## config.mk

```make
export PLATFORM = sky130hd
export DESIGN_NAME = flex_rx_timer
export DESIGN_NICKNAME = d
export VERILOG_FILES = /design/src/rtl/flex_rx_timer.sv
export SDC_FILE = /design/constraint.sdc
export NUM_CORES = 1
export LEC_CHECK = 0
export ABC_AREA = 0
export CAP_MARGIN = 15
export CORE_MARGIN = 1.5
export CORE_UTILIZATION = 30
export DETAILED_ROUTE_END_ITERATION = 6
export HOLD_SLACK_MARGIN = 0.15
export PLACE_DENSITY_LB_ADDON = 0.15
export SYNTH_ARGS = -nofsm -noshare
export SYNTH_HDL_FRONTEND = slang
export SYNTH_SLANG_ARGS = --single-unit
```

## constraint.sdc

```tcl
create_clock -name clk -period 2.9 [get_ports clk]
set_clock_uncertainty 0.2 [all_clocks]
set_input_delay 0.58 -clock clk [delete_from_list [all_inputs] [get_ports clk]]
set_output_delay 0.58 -clock clk [all_outputs]
set_load 0.02 [all_outputs]
```

## src/rtl/flex_rx_timer.sv

```systemverilog
// Run-time configurable bit timer for the serial receiver: emits a mid-bit
// sample strobe per bit and a one-cycle done pulse after the last bit.
module flex_rx_timer #(
   parameter int PERIOD_BITS  = 14,
   parameter int BIT_CNT_BITS = 5
) (
   input  logic                    clk,
   input  logic                    n_rst,
   input  logic                    enable_timer,
   input  logic [PERIOD_BITS-1:0]  bit_period,
   input  logic [BIT_CNT_BITS-1:0] packet_size,
   output logic                    shift_enable,
   output logic                    packet_done,
   output logic [BIT_CNT_BITS-1:0] bit_count,
   output logic                    timer_busy
);

   typedef enum logic [1:0] {
      IDLE = 2'd0,
      RUN  = 2'd1,
      DONE = 2'd2
   } state_t;

   state_t                  state_q;
   logic [PERIOD_BITS-1:0]  clkCount_q;
   logic [BIT_CNT_BITS-1:0] bitCount_q;
   logic [PERIOD_BITS-1:0]  period_q;
   logic [PERIOD_BITS-1:0]  half_q;
   logic [BIT_CNT_BITS-1:0] size_q;

   logic [PERIOD_BITS-1:0]  period_d;
   logic [PERIOD_BITS-1:0]  half_d;
   logic [BIT_CNT_BITS-1:0] size_d;
   logic [BIT_CNT_BITS-1:0] bitCountInc;

   // Clamp the incoming config so a period below 2 still leaves room for a
   // mid-bit strobe and an empty packet still issues one strobe.
   always_comb begin
      period_d    = (bit_period < PERIOD_BITS'(2)) ? PERIOD_BITS'(2) : bit_period;
      half_d      = period_d >> 1;
      size_d      = (packet_size == '0) ? BIT_CNT_BITS'(1) : packet_size;
      bitCountInc = bitCount_q + BIT_CNT_BITS'(1);
   end

   assign shift_enable = (state_q == RUN) && (clkCount_q == half_q);
   assign packet_done  = (state_q == DONE);
   assign timer_busy   = (state_q != IDLE);
   assign bit_count    = bitCount_q;

   always_ff @(posedge clk or negedge n_rst) begin
      if (!n_rst) begin
         state_q    <= IDLE;
         clkCount_q <= '0;
         bitCount_q <= '0;
         period_q   <= PERIOD_BITS'(2);
         half_q     <= PERIOD_BITS'(1);
         size_q     <= BIT_CNT_BITS'(1);
      end else begin
         case (state_q)
            IDLE: begin
               clkCount_q <= '0;
               bitCount_q <= '0;
               if (enable_timer) begin
                  period_q <= period_d;
                  half_q   <= half_d;
                  size_q   <= size_d;
                  state_q  <= RUN;
               end
            end
            RUN: begin
               if (!enable_timer) begin
                  state_q    <= IDLE;
                  clkCount_q <= '0;
                  bitCount_q <= '0;
               end else begin
                  if (clkCount_q == period_q - PERIOD_BITS'(1)) begin
                     clkCount_q <= '0;
                  end else begin
                     clkCount_q <= clkCount_q + PERIOD_BITS'(1);
                  end
                  // The last strobe of the packet moves straight into the done cycle.
                  if (shift_enable) begin
                     bitCount_q <= bitCountInc;
                     if (bitCountInc == size_q) begin
                        state_q    <= DONE;
                        clkCount_q <= '0;
                     end
                  end
               end
            end
            DONE: begin
               clkCount_q <= '0;
               bitCount_q <= '0;
               if (enable_timer) begin
                  period_q <= period_d;
                  half_q   <= half_d;
                  size_q   <= size_d;
                  state_q  <= RUN;
               end else begin
                  state_q <= IDLE;
               end
            end
            default: begin
               state_q    <= IDLE;
               clkCount_q <= '0;
               bitCount_q <= '0;
            end
         endcase
      end
   end

endmodule

```

# Word-level counts from Yosys, hierarchy flattened
# Cells that the tools add are included.
# totals
elab_cells,41
reg_bits,53
output_inout_bits,8
mem_bits_ro,0
memories,0
input_bits,22
latch_bits,0
ramBits,0
# classes
shifts,0
n_mul,0
n_bitwise,0
order_cmp,1
reduce_logical,7
eq_ne,8
addsub,3
div_mod_pow,0
muxes,16
# op_table
cell,n
14-bit two-way mux,6
5-bit two-way mux,4
14-bit by 1-bit adder with 14-bit output (second input constant),1
14-bit by 13-bit == test with 1-bit output,1
14-bit == test,1
14-bit by 2-bit less-than comparator with 1-bit output (second input constant),1
14-bit by 1-bit subtractor with 14-bit output (second input constant),1
2-bit two-way mux,4
2-bit one-hot mux with 3 select lines,1
5-bit by 1-bit adder with 5-bit output (second input constant),1
5-bit == test,1
5-bit zero test,1
3-bit by 2-bit != test with 1-bit output (second input constant),1
3-bit != test (second input constant),1
3-bit AND reduction,1
2-bit by 1-bit == test with 1-bit output (second input constant),1
2-bit == test (second input constant),1
2-bit zero test,1
2-bit != test (second input constant),1
2-bit AND reduction,1
2-bit nonzero test,1
2-bit OR reduction,1
1-bit logical AND,1
1-bit two-way mux,1

# Depth between registers and ports, before layout
# Gate-level depths: netlist (run 1).
# depth
depth_word,7
ltp_mapped,9
mapped_depth_nobuf,8

# Worst setup path after synthesis (run 1)
# OpenSTA, ideal clock, no wires.
# synth_path
kind,register -> output
startpoint,register clkCount_q[3]
endpoint,output port shift_enable
path_buffers,1
t_arrival_ns,1.810
slack_ns,0.310
path_stages_with_launch,6
required_time_ns,2.120
path_cell_list,dfrtp_1 -> clkbuf_1 -> xor2_1 -> nor4_1 -> nand4_1 -> nor3b_1
# synth_via
elab_chain_len,2
# synth_rtl
element,line_no,rtl
start: declaration,25,logic [PERIOD_BITS-1:0] clkCount_q;
start signal: assignment,79,clkCount_q <= clkCount_q + PERIOD_BITS'(1);
14-bit by 13-bit == test with 1-bit output,45,assign shift_enable = (state_q == RUN) && (clkCount_q == half_q);
1-bit logical AND,45,
end: declaration,12,"output logic shift_enable,"
# No other way between the ends.

# Worst setup path in the final report (run 1)
# layout_path
startpoint,register period_q[1]
endpoint,register clkCount_q[9]
# layout_via
elab_chain_len,7
# layout_rtl
element,line_no,rtl
start: declaration,27,logic [PERIOD_BITS-1:0] period_q;
start signal: assignment,64,period_q <= period_d;
start signal: assignment,95,period_q <= period_d;
14-bit by 1-bit subtractor with 14-bit output *,76,if (clkCount_q == period_q - PERIOD_BITS'(1)) begin
14-bit == test *,76,
14-bit two-way mux *,76,
14-bit two-way mux,84,if (bitCountInc == size_q) begin
14-bit two-way mux *,82,if (shift_enable) begin
14-bit two-way mux *,71,if (!enable_timer) begin
14-bit two-way mux *,59,case (state_q)
# Every way passes the cells marked *; elsewhere a longest branch is shown, timed or not.
# A chain may end at the register's enable or synchronous reset.

==> results of run 1 <==
repair_timing:
action                                  4_1_cts  5_1_grt
setup buffers                                 0        0
pin swaps                                     0        1
resized for setup                             1        3
endpoints found under the setup margin        1        4
area by class of cell:
type / instances / area (um2)
well taps: 105 / 131
clock inverters: 3 / 42.5
repair buffers: 62 / 528
multi-input cells: 192 / 1410
fillers: 825 / 4930
flip-flops and latches: 40 / 1000
inverters: 6 / 22.5
clock buffers: 5 / 68.8
through the flow:
stage | setup TNS [ns] | cell area (um2) | hold WS [ns] | worst slack [ns]
2_1_floorplan | 0 | 2500 | 0.0844 | 0.310
3_3_place_gp | 0 | 3100 | 0.301 | 0.103
3_5_place_dp | 0 | 3100 | 0.308 | 0.0794
4_1_cts | 0 | 3210 | 0.255 | 0.0260
5_1_grt | -0.000826 | 3200 | 0.291 | -0.000826
6_report | 0 | 3200 | 0.223 | 0.158
sequential cells by signal (all words and copies together), names as in the netlist:
name,flops
bit_count,5
clkCount_q,14
period_q,14
size_q,5
state_q,2
power breakdown:
group	switching, mW	internal, mW
clock network	0.215	0.255
registers	0.0600	0.635
logic	0.302	0.298
metal layers:
layer	vias up	part of all wire	track usage
li1	991	-	-
met1	975	0.49	0.219
met2	30	0.48	0.268
met3	5	0.023	0.0218
met4	0	0.011	0.0448
met5	-	0	0
layout by cell type, fill, tap and decap left out, types with 4 or more instances in the layout:
cell,n
dfrtp_1,38
xor2_1,33
buf_4,33
nor2_1,29
clkdlybuf4s50_1,27
xnor2_1,16
mux2_2,15
nand3_1,11
nor4_1,9
nand2_1,8
o21ai_0,7
a21oi_1,7
inv_1,6
or3_1,5
clkbuf_8,5
nor2b_1,4
nor3b_1,4
nor3_1,4
a31oi_1,4
final timing paths:
check | endpoint | from | cells past startpoint | slack, ns
max in group asynchronous | clkCount_q[9] | n_rst | 1 | 1.68
min in group clk | size_q[0] | size_q[0] | 2 | 0.32
max | clkCount_q[9] | period_q[1] | 10 | 0.16
min reg2reg | size_q[0] | size_q[0] | 2 | 0.32
min | clkCount_q[2] | n_rst | 1 | 0.22
max reg2reg | clkCount_q[9] | period_q[1] | 10 | 0.16
logic make-up after synthesis:
family | count (synthesis) | share of synthesized area
AND/OR/NAND/NOR | 93 | 0.204
XOR/XNOR | 49 | 0.172
flip-flops | 40 | 0.401
AO/OA/AOI/OAI | 31 | 0.0991
buffers and inverters | 22 | 0.0375
multiplexers | 16 | 0.0715
adder cells (fa/ha/maj) | 3 | 0.0150
==> flow_summary.ini, run 1 <==
[timing]
worst_pin_slew_ns = 0.954
fmax_mhz = 365
post-route-period-util = 0.945
relSlewSlack = 0.364
setup_viol = 0
hold_viol = 0
rsz0062_at_grt = true
drv_slew = 0
fin_crit_ns = 2.74

[layout]
drive_gt1_frac = 0.224
diodes = 0
area_growth_pct = 28.1
fin_cells = 413
final_nets = 332
fin_util = 0.394

[logic_synthesis]
synth_top_area_share = 0.380
yosysMostFrequentCell = dfrtp_1
synth.largest_area_cell = dfrtp_1
synthFlopType = dfrtp_1
synth_area_per_cell_um2 = 9.85
syn_inst = 254
synth_area_mm2 = 0.00250
synth_common_cells = dfrtp_1, xor2_1, nor2_1
synthTopCellsByArea = dfrtp_1, xor2_1, mux2_2
ys_ff_latch = 40
synth-async-reset-ratio = 1.00
syn-num-nets = 279
seq_area_frac_synth = 0.401
synth_enable_flop_cells = 0
ys_warn_count = 0
synthDistinctLibCells = 45

[critical_path]
crit_top_cell = buf_4
crit_path_cell_trace = buf_4, inv_1, ha_1, nor2b_1, a211o_1, a2111oi_4, o221ai_2, o31ai_4, buf_4, nor2_1
cp_top_family = compound AO/OA/AOI/OAI gates
slowest_delay_ns = 0.55
critPathSlowestCell = dfstp_2
setup.worst_path.class = reg2reg
cp-start-kind = flip-flop
end_kind = flip-flop
cp_num_buf_inv = 3
path_max_fanout = 7
critical_path_required_ns = 2.89
arrival_ns = 2.73

[clock_network]
h-tree-depth = 2
cts_root_buffer = clkbuf_8
clk_path_buf_depth = 2
cts.sinks = 40
clk_pin_slew_ns = 0.08
clk_latency_ns = 0.30
holdBufCountCts = 0
cts_tree = built
cts_buffers = 5

[pwr]
peakVddDrop_uv = 194
totalPowerFinal_mw = 1.76
p_per_area_mw_per_mm2 = 551
cellLeakagePower_nw = 1.36

[routing]
firstDrtPassIters = 4
drc = 0
drt-total-wl_um = 6460
final_antenna_net_count = 0
via_per_inst = 4.85
drt_iter0_markers = 107
vias = 2001
routedWlPerCell_um = 15.6

[global_routing]
grt_max_degree = 41
grt_pass1_vias = 2045
overflow = 0
antenna_found_initial = 0
grt_pass1_wl_um = 10800
grt_util_all_layers = 0.161

[min_path]
hold_class = in2async

[floorplan]
ios = 30
core_area_mm2 = 0.00813
start_util = 0.307
die_area_mm2 = 0.00889
die_y_um = 94.3
die_w_um = 94.3
placementRows = 33

[place]
dp_hpwl_um = 5030
dp.cells = 405
numPortBuffers = 29
place_congestion = 0.844

[run]
maxCapViolations = 0

[outcome]
status = completed
Note: power is estimated with default switching activity, not from simulation.
==> run 2: changes to the inputs <==
--- a/config.mk
+++ b/config.mk
@@ -7,11 +7,11 @@
 export LEC_CHECK = 0
 export ABC_AREA = 0
 export CAP_MARGIN = 15
-export CORE_MARGIN = 1.5
 export CORE_UTILIZATION = 30
 export DETAILED_ROUTE_END_ITERATION = 6
 export HOLD_SLACK_MARGIN = 0.15
-export PLACE_DENSITY_LB_ADDON = 0.15
+export PLACE_DENSITY = 0.51
+export REMOVE_ABC_BUFFERS = 1
 export SYNTH_ARGS = -nofsm -noshare
 export SYNTH_HDL_FRONTEND = slang
 export SYNTH_SLANG_ARGS = --single-unit
==> run 2 against run 1 <==
Net effect: combinational power about the same; clock power down 3%; fmax down 1.0%; critical path depth down 5; flip-flop and latch count unchanged.
==> flow_summary.ini, run 2 (synthesis gave the netlist of run 1 again) <==
[outcome]
status = completed

[pwr]
p_per_area_mw_per_mm2 = 549
cellLeakagePower_nw = 1.36
totalPowerFinal_mw = 1.76
peakVddDrop_uv = 313

[place]
place_congestion = 0.788
dp.cells = 400
dp_slack_ns = 0.0669
numPortBuffers = 29
dp_hpwl_um = 4770

[routing]
drt-total-wl_um = 6180
drt_iter0_markers = 118
firstDrtPassIters = 4
drc = 0
via_per_inst = 4.86
routedWlPerCell_um = 15.1
vias = 1983
final_antenna_net_count = 0

[critical_path]
rr_startpoint = period_q[1]
path_max_fanout = 2
end_kind = output port
r2r_setup_slack_ns = 0.30
setup.worst_path.class = reg2out
arrival_ns = 1.99
critical_path_required_ns = 2.12
cp-start-kind = flip-flop
crit_start = clkCount_q[12]

[clock_network]
clk_path_buf_depth = 2
clk_latency_ns = 0.29
cts.sinks = 40
holdBufCountCts = 0
clk_pin_slew_ns = 0.09
cts_tree = built
h-tree-depth = 2
cts_setup_buffers = 0
cts_buffers = 5
cts_root_buffer = clkbuf_8

[floorplan]
die_w_um = 93.3
start_util = 0.317
die_area_mm2 = 0.00871
core_area_mm2 = 0.00789
placementRows = 32
die_y_um = 93.3
ios = 30

[timing]
rsz0062_at_grt = false
drv_slew = 0
hold_slack_ns = 0.214
fmax_mhz = 361
setup_viol = 0
fin_crit_ns = 2.77
relSlewSlack = 0.385
fin_ws_ns = 0.130
hold_viol = 0
setup_tns_ns = 0
worst_pin_slew_ns = 0.922
post-route-period-util = 0.955

[layout]
fin_cells = 408
register_area_mm2 = 0.00100
final_nets = 330
layout.cells.most_common = dfrtp_1
multi_input_comb_area_mm2 = 0.00142
drive_gt1_frac = 0.219
diodes = 0
layout_common_cells = dfrtp_1, xor2_1, buf_4, nor2_1, clkdlybuf4s50_1
num-fill-cells = 788
area_growth_pct = 28.3
reg_top3 = clkCount_q (14), period_q (14)

[global_routing]
overflow = 0
grt_util_all_layers = 0.160
antenna_found_initial = 0
grt_pass1_wl_um = 10600
grt_max_degree = 41
grt_pass1_vias = 2115

[run]
maxCapViolations = 0

[min_path]
hold_class = in2async
-- run 2: cell count changes in the layout (fill, tap and decap cells not counted), sizes merged --
| cell | before | now |
|---|---|---|
| buf | 34 | 32 |
| dlygate4sd2 | 0 | 1 |
| clkinvlp | 1 | 0 |
-- run 2: per-layer routing --
| layer | wire length [um] | share of wire | up-vias | GRT usage |
|---|---|---|---|---|
| met4 | 142 | 0.023 | 0 | 0.0590 |
| li1 | - | - | 987 | - |
| met1 | 2950 | 0.48 | 939 | 0.216 |
| met3 | 242 | 0.039 | 11 | 0.0293 |
| met5 | 0 | 0 | - | 0 |
| met2 | 2850 | 0.46 | 46 | 0.253 |
-- run 2: through the flow --
step / cell area [um2] / util
detailed placement: 3090 / 0.392
global route: 3210 / 0.407
CTS: 3200 / 0.405
global placement: 3090 / 0.392
floorplan: 2430 / -
finish: 3210 / 0.407
-- run 2: cell type report --
cell class / instances / share of cell area
clock buffer: 6 / 0.0226
clock inverter: 2 / 0.0109
inverter: 6 / 0.00702
multi-input combinational: 192 / 0.442
sequential: 40 / 0.313
tap: 102 / 0.0398
timing repair buffer: 60 / 0.165
-- run 2: repair_timing --
action / 4_1_cts / 5_1_grt
pin swaps: 0 / 0
gates resized for setup: 1 / 2
setup endpoints to repair: 1 / 1
cloned: 0 / 0
-- run 2: path summary, 6_finish.rpt --
path	to	cells after the start
setup / recovery	shift_enable	5
hold / removal	size_q[3]	1
min in group clk	size_q[0]	2
max in group asynchronous	clkCount_q[6]	1
hold reg to reg	size_q[0]	2
setup reg to reg	clkCount_q[6]	9
-- run 2: power breakdown --
part           internal, mW  switching, mW
sequential            0.635         0.0699
combinational         0.298          0.305
clock                 0.256          0.198
total                  1.19          0.573
-- run 2: worst max-delay path, stage by stage, from the launching register on --
cell and delay [ns]:
dfrtp_1 0.40, xor2_1 0.17, nor4_1 0.33, nand4_1 0.20, nor3b_1 0.23, dlygate4sd2_1 0.35
==> run 3: changes to the inputs <==
--- a/config.mk
+++ b/config.mk
@@ -7,10 +7,10 @@
 export LEC_CHECK = 0
 export ABC_AREA = 0
 export CAP_MARGIN = 15
-export CORE_UTILIZATION = 30
+export CORE_UTILIZATION = 38
 export DETAILED_ROUTE_END_ITERATION = 6
 export HOLD_SLACK_MARGIN = 0.15
-export PLACE_DENSITY = 0.51
+export PLACE_DENSITY = 0.61
 export REMOVE_ABC_BUFFERS = 1
 export SYNTH_ARGS = -nofsm -noshare
 export SYNTH_HDL_FRONTEND = slang
==> run 3 against run 2 <==
Net effect: fmax increased by 2.1%; routed wire length decreased by 7.7%; first-iteration DRC count decreased by 31%; flip-flop and latch count unchanged; core utilization increased by 8.8 points; count of clock-buffer cells in the layout decreased by 1; design area decreased by 2.1%; non-clock buffer count decreased by 4; combinational power decreased by 6.3%; worst hold slack improved by 0.0061 ns; register-to-register slack got worse by 0.02 ns; sequential power increased by 2%; critical path type unchanged; largest power group unchanged.
==> flow_summary.ini, run 3 (synthesis gave the netlist of run 1 again) <==
[critical_path]
cp-start-kind = flip-flop
rr_startpoint = period_q[1]
reg2reg_depth = 9
crit_path_end = shift_enable
critical_path_required_ns = 2.12
slowest_delay_ns = 0.59
setup.worst_path.class = reg2out
rr_endpoint = clkCount_q[10]
path_max_fanout = 5
crit_path_cell_trace = xor2_1, nor4_2, nand4_1, nor3b_1, clkbuf_2
r2r_setup_slack_ns = 0.28
critPathSlowestCell = dfstp_2
arrival_ns = 1.93
crit_start = period_q[1]
end_kind = output port

[pwr]
p_int_mw = 1.17
combinationalPowerShare = 0.323
peakVddDrop_uv = 499
p_clk_frac = 0.267
p_sw_mw = 0.574
p_per_area_mw_per_mm2 = 556
cellLeakagePower_nw = 1.33
switching_share = 0.329
seq_power_share = 0.410

[layout]
register_area_mm2 = 0.00100
area_growth_pct = 25.6
num-fill-cells = 596
diodes = 0
drive_gt1_frac = 0.212
final_nets = 326
layout_common_cells = dfrtp_1, xor2_1, nor2_1, clkdlybuf4s50_1, buf_4
final_cell_area_mm2 = 0.00314
multi_input_comb_area_mm2 = 0.00141
reg_top3 = clkCount_q (14), period_q (14)
layout.cells.most_common = dfrtp_1

[global_routing]
grt_pass1_vias = 2024
overflow = 0
antenna_found_initial = 0
grt_util_all_layers = 0.184
grt_pass1_wl_um = 9900
grt_max_degree = 41

[clock_network]
clk_latency_ns = 0.30
cts_buffers = 5
cts_tree = built
cts.sinks = 40
cts_root_buffer = clkbuf_8
h-tree-depth = 2
clk_path_buf_depth = 2
cts_setup_buffers = 0
clk_pin_slew_ns = 0.08

[routing]
final_antenna_net_count = 0
via_per_inst = 5.22
vias = 1977
drc = 0
drt_iter0_markers = 82
firstDrtPassIters = 4
drt-total-wl_um = 5710
routedWlPerCell_um = 15.1

[floorplan]
core_area_mm2 = 0.00635
die_y_um = 83.1
start_util = 0.394
die_area_mm2 = 0.00691
die_w_um = 83.1
placementRows = 29
ios = 30

[timing]
relSlewSlack = 0.374
drv_slew = 0
rsz0062_at_grt = false
fmax_mhz = 368
setup_tns_ns = 0
fin_ws_ns = 0.186
setup_viol = 0
post-route-period-util = 0.936
worst_pin_slew_ns = 0.939
hold_viol = 0
fin_crit_ns = 2.71

[place]
dp_hpwl_um = 4260
place_congestion = 0.864
dp_slack_ns = 0.0455
numPortBuffers = 29
placed_area_mm2 = 0.00303

[min_path]
hold_class = in2async

[outcome]
status = completed

[run]
maxCapViolations = 0
[run 3: cell count changes in the layout (fill, tap and decap cells not counted), sizes merged]
cell / previous run / this run
dlygate4sd2: 1 / 0
buf: 32 / 28
clkinvlp: 0 / 1
[run 3: area by class of cell]
class	count	share of cell area
clock buffers	5	0.0219
clock inverters	3	0.0135
inverters	6	0.00717
flip-flops and latches	40	0.319
well taps	77	0.0307
multi-input cells	192	0.450
repair buffers	56	0.158
[run 3: worst min path at each step]
stage | from | to | slack (ns) | depth (start not counted)
after detailed placement | size_q[0] | size_q[0] | 0.32 | 2
after global placement | size_q[0] | size_q[0] | 0.30 | 2
final | n_rst | size_q[4] | 0.22 | 1
after global routing | n_rst | size_q[4] | 0.30 | 1
after CTS | n_rst | bit_count[4] | 0.25 | 1
after floorplan | n_rst | bit_count[0] | 0.08 | 0
[run 3: power by group through the flow]
stage | logic, mW | registers [mW] | clock network [mW]
after floorplan | 0.329 | 0.736 | 0
after global placement | 0.555 | 0.724 | 0
after detailed placement | 0.559 | 0.728 | 0
after CTS | 0.567 | 0.717 | 0.479
after global routing | 0.622 | 0.728 | 0.496
final | 0.565 | 0.716 | 0.466
[run 3: timing repair]
action / 4_1_cts / 5_1_grt
hold buffers: 0 / 0
pin swaps: 0 / 0
resized for setup: 2 / 3
endpoints found under the setup margin: 1 / 1
[run 3: routing by layer]
layer / up-vias / share of wire / global-route usage / wire, um
met3: 16 / 0.034 / 0.0378 / 192
met4: 0 / 0.035 / 0.0956 / 201
li1: 980 / - / - / -
met2: 45 / 0.46 / 0.291 / 2650
met5: - / 0 / 0 / 0
met1: 936 / 0.47 / 0.237 / 2670
[run 3: per-stage QoR]
step	utilization	total power, mW	hold WS, ns	std cells
2_1_floorplan	-	1.06	0.0844	238
3_3_place_gp	0.477	1.28	0.301	371
3_5_place_dp	0.477	1.29	0.318	371
4_1_cts	0.495	1.76	0.247	379
5_1_grt	0.495	1.85	0.297	379
6_report	0.495	1.75	0.220	379
[run 3: critical path: cells and delay by family, from the launching register on]
kind,cells,cell delay [ns]
flip-flops,1,0.59
buffers and inverters,1,0.20
XOR/XNOR,1,0.10
AND/OR/NAND/NOR,3,0.74
